`src/rtl/nibble_demux_pkg.sv`:
```
// Shared types and constants for the nibble demux accumulator.
// Lane geometry, FSM states and the word reset value.
package nibble_demux_pkg;
  localparam int NIB_W  = 4;
  localparam int LANES  = 4;
  localparam int LANE_W = 2;
  localparam int WORD_W = NIB_W * LANES;

  localparam logic [WORD_W-1:0] Y_RST = '0;

  typedef enum logic {
    FILL = 1'b0,
    HOLD = 1'b1
  } state_e;
endpackage

```
`src/rtl/nibble_demux_acc_if.sv`:
```
// Nibble-in / word-out handshake bundle.
// master drives nibbles and takes words; slave is the accumulator.
interface nibble_demux_acc_if;
  import nibble_demux_pkg::*;

  logic [NIB_W-1:0]  d;
  logic              s;
  logic              a;
  logic              mode;
  logic              in_valid;
  logic              in_ready;
  logic [WORD_W-1:0] Y;
  logic              out_valid;
  logic              out_ready;
  logic [LANES-1:0]  lane_mask;
  logic              dup_err;

  modport master (
    output d, s, a, mode, in_valid, out_ready,
    input  in_ready, Y, out_valid, lane_mask, dup_err
  );

  modport slave (
    input  d, s, a, mode, in_valid, out_ready,
    output in_ready, Y, out_valid, lane_mask, dup_err
  );
endinterface

```
`src/rtl/demux_dec2to4.sv`:
```
// One-hot lane strobe decoder.
// Drives both the word lane enables and the mask set bits.
module demux_dec2to4
  import nibble_demux_pkg::*;
(
  input  logic [LANE_W-1:0] idx,
  input  logic              en,
  output logic [LANES-1:0]  strb
);

  // one strobe per lane, all low when not enabled
  always_comb begin
    strb = '0;
    if (en) begin
      strb[idx] = 1'b1;
    end
  end

endmodule

```
`src/rtl/nibble_demux_acc.sv`:
```
// Nibble demux accumulator: routes nibbles into word lanes,
// then holds the full word under a valid/ready handshake.
module nibble_demux_acc
  import nibble_demux_pkg::*;
(
  input logic              clk,
  input logic              rst,
  nibble_demux_acc_if.slave bus
);

  state_e            state_q, state_d;
  logic [LANE_W-1:0] ptr_q, ptr_d;
  logic              mode_q, mode_d;
  logic [WORD_W-1:0] y_q, y_d;
  logic [LANES-1:0]  mask_q, mask_d;
  logic              dup_q, dup_d;
  logic              ov_q, ov_d;
  logic              ir_q, ir_d;

  logic              first;
  logic              eff_mode;
  logic [LANE_W-1:0] lane;
  logic              acc;
  logic [LANES-1:0]  strb;

  // live mode applies to the first nibble, latched mode afterwards
  always_comb begin
    first    = (mask_q == '0);
    eff_mode = first ? bus.mode : mode_q;
    lane     = eff_mode ? ptr_q : {bus.s, bus.a};
    acc      = bus.in_valid && ir_q && (state_q == FILL);
  end

  demux_dec2to4 u_dec (
    .idx  (lane),
    .en   (acc),
    .strb (strb)
  );

  // next-state: lane writes in FILL, word release in HOLD
  always_comb begin
    state_d = state_q;
    ptr_d   = ptr_q;
    mode_d  = mode_q;
    y_d     = y_q;
    mask_d  = mask_q;
    dup_d   = 1'b0;
    ov_d    = ov_q;
    ir_d    = ir_q;
    case (state_q)
      FILL: begin
        if (acc) begin
          for (int k = 0; k < LANES; k++) begin
            if (strb[k]) begin
              y_d[k*NIB_W +: NIB_W] = bus.d;
            end
          end
          mask_d = mask_q | strb;
          if (first) begin
            mode_d = bus.mode;
          end
          if (eff_mode) begin
            ptr_d = ptr_q + 1'b1;
          end
          dup_d = !eff_mode && |(strb & mask_q);
          if (&(mask_q | strb)) begin
            state_d = HOLD;
            ov_d    = 1'b1;
            ir_d    = 1'b0;
          end
        end
      end
      HOLD: begin
        if (bus.out_ready) begin
          state_d = FILL;
          mask_d  = '0;
          ptr_d   = '0;
          ov_d    = 1'b0;
          ir_d    = 1'b1;
        end
      end
      default: begin
        state_d = FILL;
      end
    endcase
  end

  // all state and outputs registered; rst discards any partial word
  always_ff @(posedge clk or posedge rst) begin
    if (rst) begin
      state_q <= FILL;
      ptr_q   <= '0;
      mode_q  <= 1'b0;
      y_q     <= Y_RST;
      mask_q  <= '0;
      dup_q   <= 1'b0;
      ov_q    <= 1'b0;
      ir_q    <= 1'b1;
    end else begin
      state_q <= state_d;
      ptr_q   <= ptr_d;
      mode_q  <= mode_d;
      y_q     <= y_d;
      mask_q  <= mask_d;
      dup_q   <= dup_d;
      ov_q    <= ov_d;
      ir_q    <= ir_d;
    end
  end

  assign bus.Y         = y_q;
  assign bus.lane_mask = mask_q;
  assign bus.out_valid = ov_q;
  assign bus.in_ready  = ir_q;
  assign bus.dup_err   = dup_q;

endmodule

```
`src/flat_wrapper.sv`:
```
// flat-port wrapper written by rule: the top's interface ports become plain ports
module nibble_demux_acc_flat import nibble_demux_pkg::*;
  (clk, rst, bus_d, bus_s, bus_a, bus_mode, bus_in_valid, bus_out_ready, bus_in_ready, bus_Y, bus_out_valid, bus_lane_mask, bus_dup_err);
  nibble_demux_acc_if bus_i ();
  input logic clk;
  input logic rst;
  input wire logic [$bits(bus_i.d)-1:0] bus_d;
  input wire logic [$bits(bus_i.s)-1:0] bus_s;
  input wire logic [$bits(bus_i.a)-1:0] bus_a;
  input wire logic [$bits(bus_i.mode)-1:0] bus_mode;
  input wire logic [$bits(bus_i.in_valid)-1:0] bus_in_valid;
  input wire logic [$bits(bus_i.out_ready)-1:0] bus_out_ready;
  output wire logic [$bits(bus_i.in_ready)-1:0] bus_in_ready;
  output wire logic [$bits(bus_i.Y)-1:0] bus_Y;
  output wire logic [$bits(bus_i.out_valid)-1:0] bus_out_valid;
  output wire logic [$bits(bus_i.lane_mask)-1:0] bus_lane_mask;
  output wire logic [$bits(bus_i.dup_err)-1:0] bus_dup_err;
  assign bus_i.d = bus_d;
  assign bus_i.s = bus_s;
  assign bus_i.a = bus_a;
  assign bus_i.mode = bus_mode;
  assign bus_i.in_valid = bus_in_valid;
  assign bus_i.out_ready = bus_out_ready;
  assign bus_in_ready = bus_i.in_ready;
  assign bus_Y = bus_i.Y;
  assign bus_out_valid = bus_i.out_valid;
  assign bus_lane_mask = bus_i.lane_mask;
  assign bus_dup_err = bus_i.dup_err;
  nibble_demux_acc u_core (.clk(clk), .rst(rst), .bus(bus_i));
endmodule
```
`config.mk`:
```
export PLATFORM = sky130hd
export DESIGN_NAME = nibble_demux_acc_flat
export DESIGN_NICKNAME = d
export VERILOG_FILES = /design/src/rtl/nibble_demux_pkg.sv /design/src/rtl/nibble_demux_acc_if.sv /design/src/rtl/demux_dec2to4.sv /design/src/rtl/nibble_demux_acc.sv /design/src/flat_wrapper.sv
export SDC_FILE = /design/constraint.sdc
export NUM_CORES = 1
export LEC_CHECK = 0
export CORE_MARGIN = 8
export CORE_UTILIZATION = 48
export CTS_CLUSTER_SIZE = 8
export DETAILED_ROUTE_END_ITERATION = 10
export PLACE_DENSITY = 0.84
export REMOVE_ABC_BUFFERS = 1
export SETUP_SLACK_MARGIN = 0.2
export SLEW_MARGIN = 25
export SYNTH_ARGS = -nofsm -noshare
export SYNTH_HDL_FRONTEND = slang
export SYNTH_SLANG_ARGS = --single-unit
```
`constraint.sdc`:
```
create_clock -name clk -period 2.3 [get_ports clk]
set_clock_uncertainty 0.1 [all_clocks]
set_input_delay 0.345 -clock clk [delete_from_list [all_inputs] [get_ports clk]]
set_output_delay 0.345 -clock clk [all_outputs]
set_load 0.01 [all_outputs]
```
# --- Word-level counts from Yosys, hierarchy flattened ---
# Cells that the tools add are included.
classes:
  addsub: 1
  n_mul: 0
  n_div: 0
  magnitude_cmp: 2
  n_eq_ne: 4
  n_shift: 0
  mux: 26
  bitwise_logic: 3
  n_reduce_logical: 16
ops:
  columns: ["op", "count"]
  rows:
  - ["$reduce_and 3->1", 6]
  - ["$mux 1", 13]
  - ["$mux 4", 3]
  - ["$mux 2", 4]
  - ["$pmux 4 s2", 1]
  - ["$pmux 1 s2", 3]
  - ["$and 4x4->4", 1]
  - ["$logic_and 1x1->1", 4]
  - ["$logic_not 4->1", 1]
  - ["$ne 2x1->1 const B", 2]
  - ["$ne 2x2->1 const B", 2]
  - ["$or 4x4->4", 1]
  - ["$pmux 2 s2", 1]
  - ["$reduce_and 2->1", 2]
  - ["$reduce_and 4->1", 1]
  - ["$reduce_or 4->1", 1]
  - ["$lt 2x3->1 const B", 1]
  - ["$add 2x1->2 const B", 1]
  - ["$demux 1 s2", 1]
  - ["$ge 2x1->1 const B", 1]
  - ["$logic_not 1->1", 1]
  - ["$not 1->1", 1]
word_totals:
  ff_bits: 27
  latch_bits: 0
  mem_bits_rw: 0
  rom_bits: 0
  out_inout_bits: 23
  mem_count: 0

# --- Logic depth before layout (Yosys ltp) ---
logic_depth:
  ltp_word: 13
  depth_mapped: 6
  depth_no_buf: 5

# --- By module ---
# A second synthesis with hierarchy kept.
unflattened:
  hier_cells: 90
  hier_area_um2: 1126.1
modules_own_cells:
  columns: ["module", "n_inst", "cells_each", "area_each_um2"]
  rows:
  - ["nibble_demux_acc", 1, 86, 1088.5]
  - ["demux_dec2to4", 1, 4, 37.5]

# --- Least setup slack after synthesis ---
# Ideal clock, no wire load.
synth_timing:
  path_kind: "register -> register"
  from: "register u_core.mask_q[0] (netlist: u_core.bus.lane_mask[0])"
  to: "register u_core.y_q[0] (netlist: u_core.bus.Y[0])"
  setup_time_ps: 125
  arrival_ps: 1854
  t_required_ps: 2075
  slack_ps: 221
  stages_incl_launch_ff: 6
  path_buffers: 1
  period_less_slack_ps: 2079
  path_cell_list: "dfrtp_1 or4_4 a211o_1 and3_1 buf_6 mux2_4"
synth_via:
  elab_chain_len: 9
  elab_cells_between_ends: 10
  classes_between: "order compare: 2; mux: 5; reduce/logical: 3"
synth_rtl:
  columns: ["item", "line", "text"]
  rows:
  - ["start: declaration", "nibble_demux_acc.sv:15", "logic [LANES-1:0] mask_q, mask_d;"]
  - ["start signal: assignment", "nibble_demux_acc.sv:104", "mask_q <= mask_d;"]
  - ["$logic_not 4->1 *", "nibble_demux_acc.sv:28", "first = (mask_q == '0);"]
  - ["$mux 1 *", null, null]
  - ["$mux 2 *", "nibble_demux_acc.sv:30", "lane = eff_mode ? ptr_q : {bus.s, bus.a};"]
  - ["$lt 2x3->1 (implied by the code) or $ge 2x1->1 (tied branches)", "demux_dec2to4.sv:15", "strb[idx] = 1'b1;"]
  - ["$logic_and 1x1->1 (implied by the code)", "demux_dec2to4.sv:15", null]
  - ["$mux 1 (implied by the code)", "demux_dec2to4.sv:15", null]
  - ["$demux 1 s2 *", "demux_dec2to4.sv:15", null]
  - ["$mux 4 *", "demux_dec2to4.sv:14", "if (en) begin"]
  - ["$reduce_and 3->1 (no line) *", null, null]
  - ["end signal: assignment", "nibble_demux_acc.sv:103", "y_q <= y_d;"]
  - ["end: declaration", "nibble_demux_acc.sv:14", "logic [WORD_W-1:0] y_q, y_d;"]
# Every way passes the cells marked *; elsewhere a longest branch is shown, timed or not.
# A chain may end at the register's enable or synchronous reset.

# --- Final worst setup path ---
layout_timing:
  from: "register u_core.mask_q[0] (netlist: u_core.bus.lane_mask[0])"
  to: "register u_core.dup_q (netlist: u_core.bus.dup_err)"
layout_via:
  elab_chain_len: 13
  elab_cells_between_ends: 15
  classes_between: "order compare: 2; mux: 7; bitwise: 1; reduce/logical: 5"
layout_rtl:
  columns: ["item", "line", "text"]
  rows:
  - ["$logic_not 4->1", "nibble_demux_acc.sv:28", null]
  - ["$mux 1", null, null]
  - ["$mux 2", "nibble_demux_acc.sv:30", null]
  - ["$lt 2x3->1 (implied by the code) or $ge 2x1->1 (tied branches)", "demux_dec2to4.sv:15", null]
  - ["$logic_and 1x1->1 (implied by the code)", "demux_dec2to4.sv:15", null]
  - ["$mux 1 (implied by the code)", "demux_dec2to4.sv:15", null]
  - ["$demux 1 s2", "demux_dec2to4.sv:15", null]
  - ["$mux 4", "demux_dec2to4.sv:14", null]
  - ["$and 4x4->4", "nibble_demux_acc.sv:65", "dup_d = !eff_mode && |(strb & mask_q);"]
  - ["$reduce_or 4->1", "nibble_demux_acc.sv:65", null]
  - ["$logic_and 1x1->1 *", "nibble_demux_acc.sv:65", null]
  - ["$mux 1 *", "nibble_demux_acc.sv:52", "if (acc) begin"]
  - ["$mux 1 *", "nibble_demux_acc.sv:50", "case (state_q)"]
  - ["named net u_core.dup_d", "nibble_demux_acc.sv:16", "logic dup_q, dup_d;"]
  - ["end signal: assignment", "nibble_demux_acc.sv:105", "dup_q <= dup_d;"]
  - ["end: declaration", "nibble_demux_acc.sv:16", null]
# The timed path passes the listed nets; every way through them passes the cells marked *.

==> metrics.md <==
| Metric | Value |
|---|---|
| Critical path launch point type | `flop` |
| Sequential area share after synthesis | `50.8%` |
| Status | `complete, no violations` |
| Worst min-delay path class | `input port to async pin` |
| Residual DRC count | `0` |
| Maximum clock frequency | `0.486 GHz` |
| Post-Layout Inst Area | `1750 sq um` |
| Pin count of the biggest net entering global routing | `28` |
| Sum Neg Setup Slack | `0 ns` |
| Routed wire per std cell | `17.4 um` |
| CTS sink count | `27` |
| # IOs | `34` |
| Worst Reg-to-Reg Cells | `5` |
| CTS buffer count | `3` |
| Initial antenna violation count | `0` |
| Fin crit share | `89.5%` |
| Max-Slew Margin vs Limit | `76.1%` |
| Post-Layout Cell Count | `178` |
| Die footprint | `4720 sq um` |
| Critical R2R Launch | `u_core.bus.lane_mask[0]` |
| Placed Instances | `172` |
| Post-DP HPWL | `2.32 mm` |
| Htree depth | `1` |
| Nets | `159` |
| Critical Path End | `u_core.bus.dup_err` |
| Cells after Synth | `112` |
| Cell Area, Placed | `1690 sq um` |
| Final Hold Vio Count | `0` |
| Drt pass-1 iters | `4` |
| Slew Limit Fails | `0` |
| Syn. warnings | `0` |
| Vias/cell | `5.79` |
| Clock Tree Root | `clkbuf_4` |
| Synth cell types | `40` |
| Maximum clock path buffer count | `2` |
| Final number of setup-violating endpoints | `0` |
| GRT Total Usage | `14.0%` |
| Critical Path AT | `2.18 ns` |
| Worst-path cell chain | `nor4_4 > mux2i_2 > o21ai_2 > or2_1 > a311oi_1` |
| Setup crit start | `u_core.bus.lane_mask[0]` |
| Core area | `2690 sq um` |
| Most frequent cells in the layout | `clkdlybuf4s50_1, dfrtp_1, mux2_2` |
| Slowest cell on crit path | `dfrtp_2` |
| Mapped Area | `1330 sq um` |
| Crit path kind | `flop to flop` |
| Power Dens Cells | `409 nW/um^2` |
| Starting density of the core | `49.7%` |
| R2R Path End | `u_core.bus.dup_err` |
| Post-CTS Hold Buffers | `0` |
| IO Port Bufs | `33` |
| CTS tree | `yes` |
| Reg-to-reg slack, setup | `0.24 ns` |
| Final Critical Period | `2.06 ns` |
| CP Max Fanout | `7` |
| DRT iter0 DRCs | `149` |
| Clk_lat worst skew | `0.31 ns` |
| Die height | `68.7 um` |
| Register area | `679 sq um` |
| Most common cell after layout, fill and taps aside | `clkdlybuf4s50_1` |
| Fillers | `212` |
| CP Capture Type | `flop` |
| CTS clk-pin slew, worst paths | `0.13 ns` |
| Drt total wl | `3.10 mm` |
| Global-route wire length before repair | `5.17 mm` |
| Max cap viols | `0` |
| Post-route ant nets | `0` |
| Worst Tran Pin Value | `0.355 ns` |
| Total grt overflow | `0` |
| Avg Cell Area, Syn | `11.9 sq um` |
| Die W | `68.7 um` |
| Worst path required time | `2.42 ns` |
| Leak pwr | `0.000802 uW` |
| Worst vdd ir | `0.000402 V` |
| Area grow syn2layout | `30.9%` |
| Synthesized flop and latch total | `27` |
| RSZ-0062 raised after global routing | `yes` |
| Vias in the first global route | `1066` |
| Vias | `1031` |
| Multi-input logic area | `621 sq um` |
| Rows | `19` |
| Diode count | `0` |
| Ratio of cells with drive above 1 in the final layout | `24.5%` |
| Worst path max stage delay | `0.49 ns` |
| GP Congestion | `0.849` |
==> registers in the layout (all words and copies together), names as in the netlist <==
register	flops
u_core.bus.dup_err	1
u_core.bus.Y	16
u_core.bus.lane_mask	4
u_core.mode_q	1
u_core.bus.out_valid	1
u_core.bus.in_ready	1
u_core.ptr_q	2
u_core.state_q	1
==> how the worst min path moves through the flow <==
stage                                     from                       to  slack [ns]  cells past startpoint
after floorplan                            rst          u_core.bus.Y[0]        0.30                      1
after global placement    u_core.bus.out_valid     u_core.bus.out_valid        0.37                      1
after detailed placement  u_core.bus.out_valid     u_core.bus.out_valid        0.38                      1
after CTS                                  rst          u_core.bus.Y[8]        0.27                      3
after global routing                       rst          u_core.bus.Y[3]        0.30                      3
final                                      rst  u_core.bus.lane_mask[2]        0.27                      3
==> routing by layer <==
layer	GRT usage [%]	share of wire [%]
met4	2.51	0
met2	24.4	49
met1	17.2	42
met5	0	0
met3	3.55	9.0
==> critical path: cells and delay by family (launching register included) <==
kind	cells	cell delay, ns
AOI/OAI and AO/OA	2	0.42
muxes	1	0.32
DFF	1	0.49
and+or+nand+nor	2	0.64
==> kinds of logic (layout without fill, tap and decap cells) <==
group / Yosys count / count (layout) / synth area share (%)
XOR/XNOR: 1 / 1 / 0.657
buffers and inverters: 10 / 45 / 3.47
multiplexers: 17 / 17 / 15.4
flip-flops: 27 / 27 / 50.8
AND/OR/NAND/NOR: 27 / 27 / 13.1
AO/OA/AOI/OAI: 30 / 30 / 16.6
==> synthesized netlist by cell type <==
| cell | n | area, sq um |
|---|---|---|
| a211o_1 | 2 | 17.5 |
| a211oi_2 | 1 | 12.5 |
| a21boi_0 | 1 | 7.51 |
| a21o_1 | 4 | 30.0 |
| a21o_2 | 1 | 8.76 |
| a21oi_1 | 4 | 20.0 |
| a311oi_1 | 1 | 8.76 |
| a31oi_1 | 1 | 6.26 |
| a32oi_1 | 1 | 8.76 |
| and2_1 | 1 | 6.26 |
| and3_1 | 2 | 12.5 |
| and3b_1 | 1 | 8.76 |
| buf_1 | 1 | 3.75 |
| buf_2 | 1 | 5.00 |
| buf_6 | 1 | 11.3 |
| clkbuf_1 | 4 | 15.0 |
| dfrtp_1 | 26 | 651 |
| dfstp_2 | 1 | 26.3 |
| inv_1 | 3 | 11.3 |
| mux2_2 | 12 | 135 |
| mux2_4 | 4 | 60.1 |
| mux2i_1 | 1 | 10.0 |
| nand2_1 | 4 | 15.0 |
| nand2b_1 | 2 | 12.5 |
| nand3_1 | 3 | 15.0 |
| nand3b_1 | 5 | 37.5 |
| nor2_1 | 2 | 7.51 |
| nor3_1 | 3 | 15.0 |
| nor4_1 | 1 | 6.26 |
| nor4_4 | 1 | 21.3 |
| o211a_1 | 1 | 10.0 |
| o211ai_1 | 3 | 22.5 |
| o21a_1 | 2 | 15.0 |
| o21ai_0 | 5 | 25.0 |
| o21ai_2 | 1 | 8.76 |
| o311ai_0 | 1 | 8.76 |
| o41a_1 | 1 | 11.3 |
| or2_1 | 1 | 6.26 |
| or4_4 | 1 | 11.3 |
| xnor2_1 | 1 | 8.76 |
==> per-stage QoR <==
step	hold slack, ns	power (uW)	util, %	worst slack [ns]
2_1_floorplan	0.297	500	-	0.247
3_3_place_gp	0.366	528	62.9	0.0761
3_5_place_dp	0.382	529	62.9	0.0294
4_1_cts	0.266	724	64.4	0.203
5_1_grt	0.299	742	65.0	0.145
6_report	0.268	713	65.0	0.242
==> repair_timing <==
| item | in CTS | in global routing |
|---|---|---|
| pin swaps | 1 | 2 |
| cloned | 0 | 0 |
| setup buffers | 1 | 1 |
| setup endpoints to repair | 12 | 12 |
| resized for setup | 4 | 2 |
==> cell type report <==
cell class,count,share of cell area (%)
Clock buffer,3,1.29
Inverter,3,0.645
Sequential cell,27,38.9
Multi-Input combinational cell,75,35.6
Clock inverter,1,0.287
Timing Repair Buffer,38,21.1
Tap cell,31,2.22
==> report_power, final <==
group          internal [uW]  leakage [uW]  switching, uW
registers                475      0.000365              0
logic                   21.3      0.000419           24.2
clock network           64.9     0.0000177            128
Note: power is estimated with default switching activity, not from simulation.
